<file path="config.mk">
export PLATFORM = sky130hd
export DESIGN_NAME = dmem_arbiter
export DESIGN_NICKNAME = d
export VERILOG_FILES = /design/src/rtl/dmem_arbiter.sv
export SDC_FILE = /design/constraint.sdc
export NUM_CORES = 1
export LEC_CHECK = 0
export ABC_AREA = 1
export BUFFER_PORTS_ARGS = -buffer_cell sky130_fd_sc_hd__buf_2
export CAP_MARGIN = 5
export CORE_AREA = 2 2 125 127
export CTS_CLUSTER_SIZE = 12
export DETAILED_ROUTE_END_ITERATION = 8
export DIE_AREA = 0 0 127 129
export GPL_ROUTABILITY_DRIVEN = 0
export GPL_TIMING_DRIVEN = 1
export PLACE_DENSITY = 0.61
export SLEW_MARGIN = 10
export SYNTH_ARGS = -nofsm -noshare
export SYNTH_HDL_FRONTEND = slang
export SYNTH_SLANG_ARGS = --single-unit
</file>
<file path="constraint.sdc">
create_clock -name clk -period 5.53 [get_ports clk]
set_input_delay 1.106 -clock clk [delete_from_list [all_inputs] [get_ports clk]]
set_output_delay 1.106 -clock clk [all_outputs]
set_load 0.01 [all_outputs]
</file>
<file path="src/rtl/dmem_arbiter.sv">
// Purpose: shares the single data-memory port between the CPU Memory stage (port 0) and a boot-loader/DMA writer (port 1).
// Latency: grant is combinational in the request cycle; read data and rvalid follow one cycle after the grant.
// Backpressure: a denied port holds req/addr/data stable until granted; a burst lock or a starvation override decides ownership.
// Optional feature: define ARB_PERF_CNT_EN to build the grant/conflict counters (otherwise the counter outputs are tied to 0).
module dmem_arbiter #(
    parameter int AW         = 14,
    parameter int DW         = 32,
    parameter int FIXED_PRIO = 0,
    parameter int MAX_WAIT   = 8
) (
    input  logic          clk,
    input  logic          rst,
    input  logic          req0,
    input  logic          req1,
    input  logic          lock0,
    input  logic          lock1,
    input  logic [AW-1:0] addr0,
    input  logic [AW-1:0] addr1,
    input  logic [DW-1:0] wdata0,
    input  logic [DW-1:0] wdata1,
    input  logic [3:0]    we0,
    input  logic [3:0]    we1,
    output logic          gnt0,
    output logic          gnt1,
    output logic          rvalid0,
    output logic          rvalid1,
    output logic [DW-1:0] rdata,
    output logic          mem_en,
    output logic [3:0]    mem_we,
    output logic [AW-1:0] mem_addr,
    output logic [DW-1:0] mem_din,
    input  logic [DW-1:0] mem_dout,
    output logic          starve_evt,
    output logic [31:0]   grant_cnt0,
    output logic [31:0]   grant_cnt1,
    output logic [31:0]   conflict_cnt
);

    typedef enum logic [1:0] {
        ARB  = 2'd0,
        OWN0 = 2'd1,
        OWN1 = 2'd2
    } state_t;

    localparam logic [7:0] MAX_W = 8'(MAX_WAIT);

    state_t     state;
    state_t     state_nxt;
    logic       last_grant;
    logic [7:0] wait0;
    logic [7:0] wait1;
    logic       starve0;
    logic       starve1;

    // A port that has waited MAX_WAIT cycles and is still requesting must win next.
    assign starve0 = req0 && (wait0 == MAX_W);
    assign starve1 = req1 && (wait1 == MAX_W);

    // Grant selection and next state; nothing is granted while reset is held.
    always_comb begin
        gnt0       = 1'b0;
        gnt1       = 1'b0;
        starve_evt = 1'b0;
        state_nxt  = state;
        if (rst) begin
            if (starve0) begin
                // Override beats priority and any lock held by port 1.
                gnt0       = 1'b1;
                starve_evt = 1'b1;
                state_nxt  = lock0 ? OWN0 : ARB;
            end else if (starve1) begin
                gnt1       = 1'b1;
                starve_evt = 1'b1;
                state_nxt  = lock1 ? OWN1 : ARB;
            end else begin
                case (state)
                    ARB: begin
                        if (req0 && req1) begin
                            // last_grant == 1 means port 1 went last, so port 0 is next.
                            if ((FIXED_PRIO != 0) || last_grant) begin
                                gnt0 = 1'b1;
                            end else begin
                                gnt1 = 1'b1;
                            end
                        end else begin
                            gnt0 = req0;
                            gnt1 = req1;
                        end
                        if (gnt0 && lock0) begin
                            state_nxt = OWN0;
                        end else if (gnt1 && lock1) begin
                            state_nxt = OWN1;
                        end
                    end
                    OWN0: begin
                        gnt0 = req0;
                        // Released either on an unlocked beat or when idle and unlocked.
                        if (!lock0) begin
                            state_nxt = ARB;
                        end
                    end
                    OWN1: begin
                        gnt1 = req1;
                        if (!lock1) begin
                            state_nxt = ARB;
                        end
                    end
                    default: state_nxt = ARB;
                endcase
            end
        end
    end

    // Memory port driven from whichever port holds the grant, zero when idle.
    always_comb begin
        mem_en   = gnt0 | gnt1;
        mem_we   = '0;
        mem_addr = '0;
        mem_din  = '0;
        if (gnt0) begin
            mem_we   = we0;
            mem_addr = addr0;
            mem_din  = wdata0;
        end else if (gnt1) begin
            mem_we   = we1;
            mem_addr = addr1;
            mem_din  = wdata1;
        end
    end

    // Read data is only presented while a read response is due.
    assign rdata = (rvalid0 || rvalid1) ? mem_dout : '0;

    // Ownership state register.
    always_ff @(posedge clk or negedge rst) begin
        if (!rst) begin
            state <= ARB;
        end else begin
            state <= state_nxt;
        end
    end

    // Round-robin history, read-response flags and saturating wait counters.
    always_ff @(posedge clk or negedge rst) begin
        if (!rst) begin
            last_grant <= 1'b1;
            rvalid0    <= 1'b0;
            rvalid1    <= 1'b0;
            wait0      <= '0;
            wait1      <= '0;
        end else begin
            if (gnt0) begin
                last_grant <= 1'b0;
            end else if (gnt1) begin
                last_grant <= 1'b1;
            end
            rvalid0 <= gnt0 && (we0 == 4'h0);
            rvalid1 <= gnt1 && (we1 == 4'h0);
            if (!req0 || gnt0) begin
                wait0 <= '0;
            end else if (wait0 != MAX_W) begin
                wait0 <= wait0 + 8'd1;
            end
            if (!req1 || gnt1) begin
                wait1 <= '0;
            end else if (wait1 != MAX_W) begin
                wait1 <= wait1 + 8'd1;
            end
        end
    end

`ifdef ARB_PERF_CNT_EN
    // Free-running wrapping grant and contention counters.
    always_ff @(posedge clk or negedge rst) begin
        if (!rst) begin
            grant_cnt0   <= '0;
            grant_cnt1   <= '0;
            conflict_cnt <= '0;
        end else begin
            if (gnt0) begin
                grant_cnt0 <= grant_cnt0 + 32'd1;
            end
            if (gnt1) begin
                grant_cnt1 <= grant_cnt1 + 32'd1;
            end
            if (req0 && req1) begin
                conflict_cnt <= conflict_cnt + 32'd1;
            end
        end
    end
`else
    assign grant_cnt0   = '0;
    assign grant_cnt1   = '0;
    assign conflict_cnt = '0;
`endif

endmodule

</file>
==> impl_metrics.json <==
{
  "drt-pass1-iter-count": 4,
  "seq_area_frac_synth": 0.1811,
  "cts_root_buffer": "clkbuf_16",
  "yosys_register_bits": 21,
  "cts_resized": 0,
  "portBuffers": 225,
  "die-height_um": 129,
  "vdd_ir_drop_max_mv": 0.1132,
  "switching_power_uw": 311.8,
  "synth_cell_type_count": 31,
  "final_common_cell": "buf_2",
  "first_global_vias": 2788,
  "fin_skew_ns": 0.003003,
  "preCtsSetupSlack_ns": 1.290,
  "layout-drive-gt1-share": 0.3584,
  "fill_cells": 1740,
  "period_share": 0.7593,
  "grt_use_total": 0.09881,
  "cap_violations": 0,
  "switching_share": 0.4311,
  "finalHoldViolCount": 0,
  "clock_latency_ns": 0.25,
  "clockPowerShare": 0.208,
  "path_class": "primary input to output port",
  "final.setup.tns_ns": 0,
  "die-area_um2": 16380,
  "drt-vias-per-instance": 3.702,
  "worstMarginPinSlew_ns": 0.8528,
  "grt_pass1_wl_mm": 13.31,
  "fin_crit_ns": 4.199,
  "ys.warnings.count": 0,
  "p_leak_nw": 2.631,
  "crit_path_end_kind": "output port",
  "rows": 45,
  "drv_slew": 0,
  "numCtsBuffers": 3,
  "dpl.hpwl_mm": 8.110,
  "fp.coreArea_um2": 14980,
  "overflow": 0,
  "nNetsFinal": 849,
  "crit_path_start_kind": "primary input",
  "drt_iter0_markers": 107,
  "stdcell_area_um2": 3892,
  "min_path_type": "flop to flop",
  "status": "finished, final reports clean",
  "comb_power_share": 0.527,
  "ctsHoldBuffers": 0,
  "start_util": 0.1942,
  "netlist_instances": 491,
  "setup_violations": 0,
  "critical_path_arrival_ns": 3.09,
  "dpl_cell_area_um2": 3814,
  "detail-route-antenna-nets": 0,
  "setup_ws_ns": 1.331,
  "vias": 3310,
  "wl_per_cell_um": 10.51,
  "fmax_mhz": 238.1,
  "fp.dieW_um": 127,
  "syn2layout_area_growth_pct": 33.81,
  "diodes": 0,
  "pwr_density_cell_nw_per_um2": 185.8,
  "final_cell_mix": "225 x buf_2, 166 x nand2_1, 96 x conb_1",
  "finalWirelength_mm": 9.397,
  "maxSlewHeadroom": 0.4315,
  "cts_tree": "built",
  "cts_max_level": 1,
  "io_pins": 322,
  "avgSynthCellArea_um2": 5.925,
  "cp_max_fo": 48,
  "antenna_found_initial": 1,
  "rsz0062_at_grt": "no",
  "worst_ep_required_time_ns": 4.42,
  "power.share.sequential": 0.265,
  "netlist_area_um2": 2909,
  "grt_max_degree": 52,
  "path_clk_slew_ns": 0.06,
  "internal_power_uw": 411.3,
  "clock_sinks": 21,
  "clockBufferDepth": 2,
  "cts_setup_buffers": 0,
  "drc": 0
}
stage by stage:
stage | std cells | power (mW) | hold WS (ns) | util
3_5_place_dp | 890 | 0.5764 | 0.5384 | 0.2546
6_report | 894 | 0.7231 | 0.5522 | 0.2599
5_1_grt | 894 | 0.7835 | 0.5809 | 0.2599
2_1_floorplan | 586 | 0.4833 | 0.4997 | -
4_1_cts | 894 | 0.7310 | 0.5518 | 0.2599
3_3_place_gp | 890 | 0.5771 | 0.5356 | 0.2546
kinds of logic after synthesis:
kind of cell / synth area share
other: 0.001289
and+or+nand+nor: 0.3918
buffers and inverters: 0.3604
adders and majority gates: 0.01720
DFF: 0.1811
xor gates and xnor gates: 0.009034
AOI/OAI and AO/OA: 0.03914
power by group through the flow:
stage               registers [mW]  logic, mW  clock network (mW)
finish                       0.192      0.381               0.150
detailed placement           0.194      0.383                   0
global route                 0.193      0.431               0.159
CTS                          0.191      0.384               0.155
floorplan                    0.189      0.295                   0
global placement             0.195      0.382                   0
metal layers:
layer  share of wire  up-vias  GRT usage
met4          0.0077        0    0.01745
li1                -     1710          -
met2            0.49      178     0.1733
met5               0        -          0
met1            0.43     1413     0.1325
met3           0.071        9    0.01164
cells in the mapped netlist:
cell | number | area, µm²
a21oi_1 | 8 | 40.04
a31oi_1 | 1 | 6.260
and3_1 | 1 | 6.260
buf_2 | 4 | 20.02
buf_4 | 99 | 743.2
buf_6 | 3 | 33.78
buf_8 | 1 | 15.01
clkbuf_1 | 3 | 11.26
conb_1 | 1 | 3.750
dfrtp_1 | 20 | 500.5
dfstp_2 | 1 | 26.28
ha_1 | 4 | 50.05
inv_1 | 58 | 217.7
inv_2 | 2 | 7.510
nand2_1 | 166 | 623.1
nand2_2 | 13 | 81.33
nand2_4 | 1 | 11.26
nand3_1 | 17 | 85.08
nand4_1 | 6 | 37.54
nand4_2 | 1 | 12.51
nor2_1 | 49 | 183.9
nor2_2 | 2 | 12.51
nor2_4 | 1 | 11.26
nor3_1 | 11 | 55.05
nor4_1 | 1 | 6.260
o211ai_2 | 1 | 12.51
o21ai_0 | 11 | 55.05
or2_2 | 1 | 6.260
or4_1 | 1 | 7.510
xnor2_1 | 1 | 8.760
xor2_1 | 2 | 17.52
critical path, cell delays in order:
cell,delay (ns)
buf_2,0.42
inv_1,0.21
nor2_2,0.22
nand2_4,0.10
inv_2,0.61
nand2_1,0.10
nand2_1,0.14
buf_2,0.15
cell type report:
| class | count | area (µm²) | area share |
|---|---|---|---|
| Clock buffer | 4 | 78.83 | 0.02025 |
| Inverter | 60 | 225.2 | 0.05786 |
| Multi-Input combinational cell | 395 | 1693 | 0.4349 |
| Sequential cell | 21 | 526.8 | 0.1353 |
| Tap cell | 188 | 235.2 | 0.06043 |
| Timing Repair Buffer | 226 | 1134 | 0.2912 |
state kept, by name, summed over array words and instances (netlist names):
register / cells
state: 2
wait1: 8
wait0: 8
rvalid1: 1
last_grant: 1
rvalid0: 1
worst paths after layout:
kind / depth (start not counted) / to / slack [ns] / startpoint
max in group asynchronous: 1 / last_grant / 4.34 / rst
min: 2 / wait1[1] / 0.55 / wait1[1]
max: 8 / mem_din[21] / 1.33 / rst
min reg2reg: 2 / wait1[1] / 0.55 / wait1[1]
max reg2reg: 10 / wait0[2] / 3.77 / wait1[0]
min in group asynchronous: 1 / wait1[3] / 0.82 / rst
(Power assumes the default switching activity.)
